### src/rtl/y86_seq_controller.sv
// rtl/y86_seq_controller.sv - multi-cycle stage sequencer for the sequential Y86 core
module y86_seq_controller #(
  parameter int ADDR_W = 64,
  parameter logic [ADDR_W-1:0] START_PC = '0,
  parameter int CNT_W = 32,
  parameter int MAX_CYCLES = 0
) (
  input  logic              clock,
  input  logic              reset_n,
  input  logic              start,
  input  logic              step_mode,
  input  logic              halt,
  input  logic              inv_instr,
  input  logic              mem_error,
  input  logic              dmem_error,
  input  logic [ADDR_W-1:0] pc_new,
  output logic [ADDR_W-1:0] pc_val,
  output logic [4:0]        stage_en,
  output logic [2:0]        stat,
  output logic              running,
  output logic              done,
  output logic              watchdog_trip,
  output logic [CNT_W-1:0]  cycle_count,
  output logic [CNT_W-1:0]  retired_count
);

  typedef enum logic [2:0] {
    S_IDLE, S_FETCH, S_DECODE, S_EXECUTE, S_MEMORY, S_WBPC, S_HALTED
  } state_t;

  localparam logic [2:0] STAT_AOK = 3'd1;
  localparam logic [2:0] STAT_HLT = 3'd2;
  localparam logic [2:0] STAT_ADR = 3'd3;
  localparam logic [2:0] STAT_INS = 3'd4;
  localparam logic [CNT_W-1:0] CNT_MAX = '1;
  localparam logic [CNT_W-1:0] WD_LAST = CNT_W'(MAX_CYCLES - 1);

  state_t            state, state_nx;
  logic [2:0]        stat_nx;
  logic [ADDR_W-1:0] pc_nx;
  logic              retire, stage_err, trip_nx, in_stage, wd_hit;
  logic [4:0]        stage_en_nx;

  assign in_stage = (state != S_IDLE) && (state != S_HALTED);
  assign wd_hit   = (MAX_CYCLES != 0) && in_stage && (cycle_count == WD_LAST);

  always_comb begin
    state_nx  = state;
    stat_nx   = stat;
    pc_nx     = pc_val;
    retire    = 1'b0;
    stage_err = 1'b0;
    trip_nx   = watchdog_trip;
    case (state)
      S_IDLE:    if (start) state_nx = S_FETCH;
      S_FETCH: begin
        if (mem_error) begin
          stat_nx = STAT_ADR; state_nx = S_HALTED; stage_err = 1'b1;
        end else if (inv_instr) begin
          stat_nx = STAT_INS; state_nx = S_HALTED; stage_err = 1'b1;
        end else if (halt) begin
          stat_nx = STAT_HLT; state_nx = S_HALTED; stage_err = 1'b1; retire = 1'b1;
        end else begin
          state_nx = S_DECODE;
        end
      end
      S_DECODE:  state_nx = S_EXECUTE;
      S_EXECUTE: state_nx = S_MEMORY;
      S_MEMORY: begin
        // A data fault skips WBPC entirely, so neither PC nor retire count moves.
        if (dmem_error) begin
          stat_nx = STAT_ADR; state_nx = S_HALTED; stage_err = 1'b1;
        end else begin
          state_nx = S_WBPC;
        end
      end
      S_WBPC: begin
        pc_nx    = pc_new;
        retire   = 1'b1;
        state_nx = step_mode ? S_IDLE : S_FETCH;
      end
      default:   state_nx = S_HALTED;
    endcase
    if (wd_hit && !stage_err) begin
      state_nx = S_HALTED;
      trip_nx  = 1'b1;
    end
    case (state_nx)
      S_FETCH:   stage_en_nx = 5'b00001;
      S_DECODE:  stage_en_nx = 5'b00010;
      S_EXECUTE: stage_en_nx = 5'b00100;
      S_MEMORY:  stage_en_nx = 5'b01000;
      S_WBPC:    stage_en_nx = 5'b10000;
      default:   stage_en_nx = 5'b00000;
    endcase
  end

  always_ff @(posedge clock) begin
    if (!reset_n) begin
      state         <= S_IDLE;
      pc_val        <= START_PC;
      stat          <= STAT_AOK;
      stage_en      <= 5'b0;
      running       <= 1'b0;
      done          <= 1'b0;
      watchdog_trip <= 1'b0;
      cycle_count   <= '0;
      retired_count <= '0;
    end else begin
      state         <= state_nx;
      pc_val        <= pc_nx;
      stat          <= stat_nx;
      stage_en      <= stage_en_nx;
      running       <= |stage_en_nx;
      done          <= (state_nx == S_HALTED);
      watchdog_trip <= trip_nx;
      if (in_stage && cycle_count != CNT_MAX) cycle_count <= cycle_count + 1'b1;
      if (retire && retired_count != CNT_MAX) retired_count <= retired_count + 1'b1;
    end
  end

endmodule
### config.mk
export PLATFORM = sky130hd
export DESIGN_NAME = y86_seq_controller
export DESIGN_NICKNAME = d
export VERILOG_FILES = /design/src/rtl/y86_seq_controller.sv
export SDC_FILE = /design/constraint.sdc
export NUM_CORES = 1
export LEC_CHECK = 0
export CAP_MARGIN = 20
export CORE_MARGIN = 5
export CORE_UTILIZATION = 45
export CTS_CLUSTER_DIAMETER = 40
export DETAILED_ROUTE_END_ITERATION = 16
export PLACE_DENSITY_LB_ADDON = 0.08
export SLEW_MARGIN = 5
export SYNTH_ARGS = -nofsm -noshare
export SYNTH_HDL_FRONTEND = slang
export SYNTH_SLANG_ARGS = --single-unit
export TNS_END_PERCENT = 20
### constraint.sdc
create_clock -name clock -period 2.8 [get_ports clock]
set_clock_uncertainty 0.05 [all_clocks]
set_input_delay 0.28 -clock clock [delete_from_list [all_inputs] [get_ports clock]]
set_output_delay 0.28 -clock clock [all_outputs]
set_load 0.1 [all_outputs]
==> summary.txt <==
Clocking
  – Clock sink count: ~140
  – Clock root buffer: clkbuf_16
  – Htree depth: 4
  – # resized after CTS: 0
  – Postcts setup bufs: 0
  – TritonCTS buffer count: 17
  – CTS tree: built
  – Worst-path clk slew: 60 ps
  – Hold bufs inserted after CTS: 0
  – Clock Path Buffers: 2
  – Worst-Skew Late Latency: roughly 400 ps

Logic synthesis
  – Synth Flop Type: dfxtp_1
  – Simple-Gate Fraction of Synth Area: 28.9%
  – Synth Area in Adders: less than 1%
  – Count of different cell masters after synthesis: 56
  – Post-Syn Instances: 732
  – Post-synthesis sequential area ratio: around 47%
  – Cell Area, Synth: ~6000 µm²
  – Syn_nets: between 800 and 900
  – Yosys top cell by area: dfxtp_1
  – Compound-Gate Fraction of Synth Area: between 10% and 20%
  – Top-area cell type share of the netlist area: 46.7%
  – Ys Warns: 0
  – Top post-synthesis cells by area: dfxtp_1 47%, nand2_1 11%, a21oi_1 8.3%
  – Synth Area in XOR/XNOR: 1.59%
  – Mux cell area share after synthesis: 3.48%
  – Combinational family with the most area after synthesis: simple AND/OR/NAND/NOR gates
  – Async set-or-reset flop fraction in the synthesized netlist: 0%
  – Synth Register Bits: about 140
  – Post-Syn Area per Cell: 8.25 µm²
  – EDFF count, synth: 0

Floorplanning
  – Die ar.: 15800 µm²
  – Row Count: 42
  – Chip Width: about 130 µm
  – Core area: 13200 µm²
  – Chip height: 126 µm
  – Starting Density: between 40% and 50%
  – I/O Pins: roughly 210

STA
  – Final period util: about four fifths
  – Hold Vio Cnt, Final: 0
  – Hold Worst Slack: 368 ps
  – Worst slew pin tran: about 660 ps
  – Final critical-path required period: between 2000 and 2500 ps
  – Max Freq: 0.445 GHz
  – Final Max Slew Viols: 0
  – Final setup fails: 0
  – RSZ-0062 raised after global routing: false
  – Slew headroom: between 50% and 60%

Drt
  – Post-DR vias/cell: 5.34
  – Detailed Routing Iterations Pass 1: 4
  – Final wirelength: ~18000 µm
  – DR WL/cell: 15.7 µm
  – Vias: around 6000
  – # DRC: 0
  – Initial DRC Count: between 400 and 500
  – DRT antenna net count: 0

Power
  – Seq pwr share: around 40%
  – Switch share: between 20 and 30%
  – Static Leak: 0.00332 µW
  – Sw Pwr: 1600 µW
  – Max IR drop VDD: between 0.0003 and 0.0004 V
  – Int Power: roughly 3800 µW
  – Clock power frac: 41.3%
  – Power per standard cell area: 632 nW/µm²
  – Gate power share: between 10% and 20%
  – Power, Total: ~5400 µW

Global route
  – Initial antenna violation count: 0
  – Global-route wire length before repair: roughly 28000 µm
  – Largest net degree at the start of global routing: 65
  – Overflow after GRT: 0
  – GRT Util Overall: around 22%
  – Vias in the first global route: about 5600

Cells and area
  – Area Growth Syn to Fin: 41.2%
  – Core Util, Final: 64.6%
  – Nets: approximately 1000
  – Fraction of layout cells with a size suffix above 1: 20.3%
  – Antenna Cells: 0

Critical path
  – Crit path DAT: about 2500 ps
  – Largest delay share family, worst path: simple AND/OR/NAND/NOR gates
  – Crit end category: flip-flop
  – Crit path required time: 3090 ps
  – Max incr delay on CP: about 580 ps
  – WS Path Type: reg -> reg
  – Crit-path cells: nand3_1 -> nor3_1 -> nand2_1 -> or4_1 -> a21oi_1
  – Crit-path max FO: 17
  – Critical-path top delay cell: or4_1
  – CP bufs+invs: 0
  – CP startpoint kind: flip-flop

Run
  – Max_cap viols: 0

Placement
  – Final HPWL DP: 12700 µm
  – Port-buffer cells: between 200 and 250
  – Routability-driven placement congestion ratio: around 0.86

Min path
  – Worst hold path class: in -> reg

Status
  – Status: finished, final reports clean
==> final cells by class <==
| cell class | count | area (µm²) |
|---|---|---|
| Tap cell | 176 | 220 |
| Multi-Input combinational cell | 541 | 3010 |
| Sequential cell | 141 | 2830 |
| Clock buffer | 27 | 513 |
| Timing Repair Buffer | 220 | 1850 |
| Inverter | 7 | 27.5 |
| Fill cell | 1136 | 4660 |
| Clock inverter | 5 | 78.8 |
==> logic make-up after synthesis <==
logic type	count (synthesis)
AOI/OAI and AO/OA	158
adders and majority gates	2
DFF	141
muxes	21
xor gates and xnor gates	11
buffers and inverters	50
other	1
and+or+nand+nor	348
==> state kept, by name (all words and copies together), names as in the netlist <==
register / cells
cycle_count: 32
running: 1
done: 1
retired_count: 32
state: 3
stat: 3
stage_en: 5
pc_val: 64
==> cells in the mapped netlist (all sizes together), types with 2 or more instances <==
library cell and count:
a21oi 101, nand3 26, or3 19, nor2 17, nor3 8, o21ai 22
inv 7, a31oi 2, a2111oi 2, nor3b 3, and3 11, clkbuf 35
a41o 2, nor4 10, or4 13, o31a 2, nand2b 20, o31ai 14
and4 13, xnor2 8, nand4 19, buf 8, o21a 3, ha 2
and2 6, dfxtp 141, mux2i 21, nor2b 3, nand2 177, xor2 3
==> layer usage <==
metal  track usage, %  wire length [µm]  vias to the layer above
li1                 -                 -                     2977
met1             26.8              7720                     2786
met2             35.6              8300                      177
met3             6.39              1040                       28
met4             9.46               529                        0
met5                0                 0                        -
==> power by group through the flow <==
stage / clock [µW] / sequential, µW / combinational (µW)
after detailed placement: 0 / 2170 / 1040
final: 2230 / 2130 / 1040
after CTS: 2270 / 2130 / 1040
after global routing: 2360 / 2130 / 1100
after floorplan: 0 / 2600 / 327
after global placement: 0 / 2160 / 1030
==> per-stage QoR <==
stage | instances | setup TNS [ps] | instance area (µm²) | setup WS (ps)
6_report | 1117 | 0 | 8530 | 552
5_1_grt | 1117 | 0 | 8530 | 307
4_1_cts | 1117 | 0 | 8530 | 570
3_5_place_dp | 1085 | 0 | 7940 | 400
3_3_place_gp | 1085 | 0 | 7940 | 420
2_1_floorplan | 732 | -255 | 6040 | -39.2
==> cells in the final DEF (no fill, tap or decap), drive strengths merged, types with 2 or more instances in the layout <==
cell type	count
a21oi	101
nand4	19
nor2	17
clkdlybuf4s50	71
inv	6
xor2	3
a2111oi	2
xnor2	8
nor3	8
o31a	2
ha	2
clkinv	4
buf	149
or4	13
dfxtp	141
o31ai	14
clkbuf	27
a31oi	2
and2	6
nand2	177
nand2b	20
nand3	26
and4	13
and3	11
a41o	2
o21a	3
nor3b	3
mux2i	21
or3	19
bufinv	2
nor2b	3
nor4	10
o21ai	22
==> path summary, 6_finish.rpt <==
check | start | end | slack (ps) | cells past startpoint
setup reg to reg | cycle_count[2]$_SDFFE_PN0P_ | cycle_count[25]$_SDFFE_PN0P_ | 550 | 5
setup / recovery | cycle_count[2]$_SDFFE_PN0P_ | cycle_count[25]$_SDFFE_PN0P_ | 550 | 5
hold reg to reg | pc_val[58]$_SDFFE_PN0N_ | pc_val[58]$_SDFFE_PN0N_ | 400 | 2
hold / removal | pc_new[14] | pc_val[14]$_SDFFE_PN0N_ | 370 | 3
==> worst min-delay path, cell delays in order <==
cell and delay, ps:
clkdlybuf4s50_1 400, nand2_1 50, a21oi_1 50
Power figures use the tool's default switching activity.
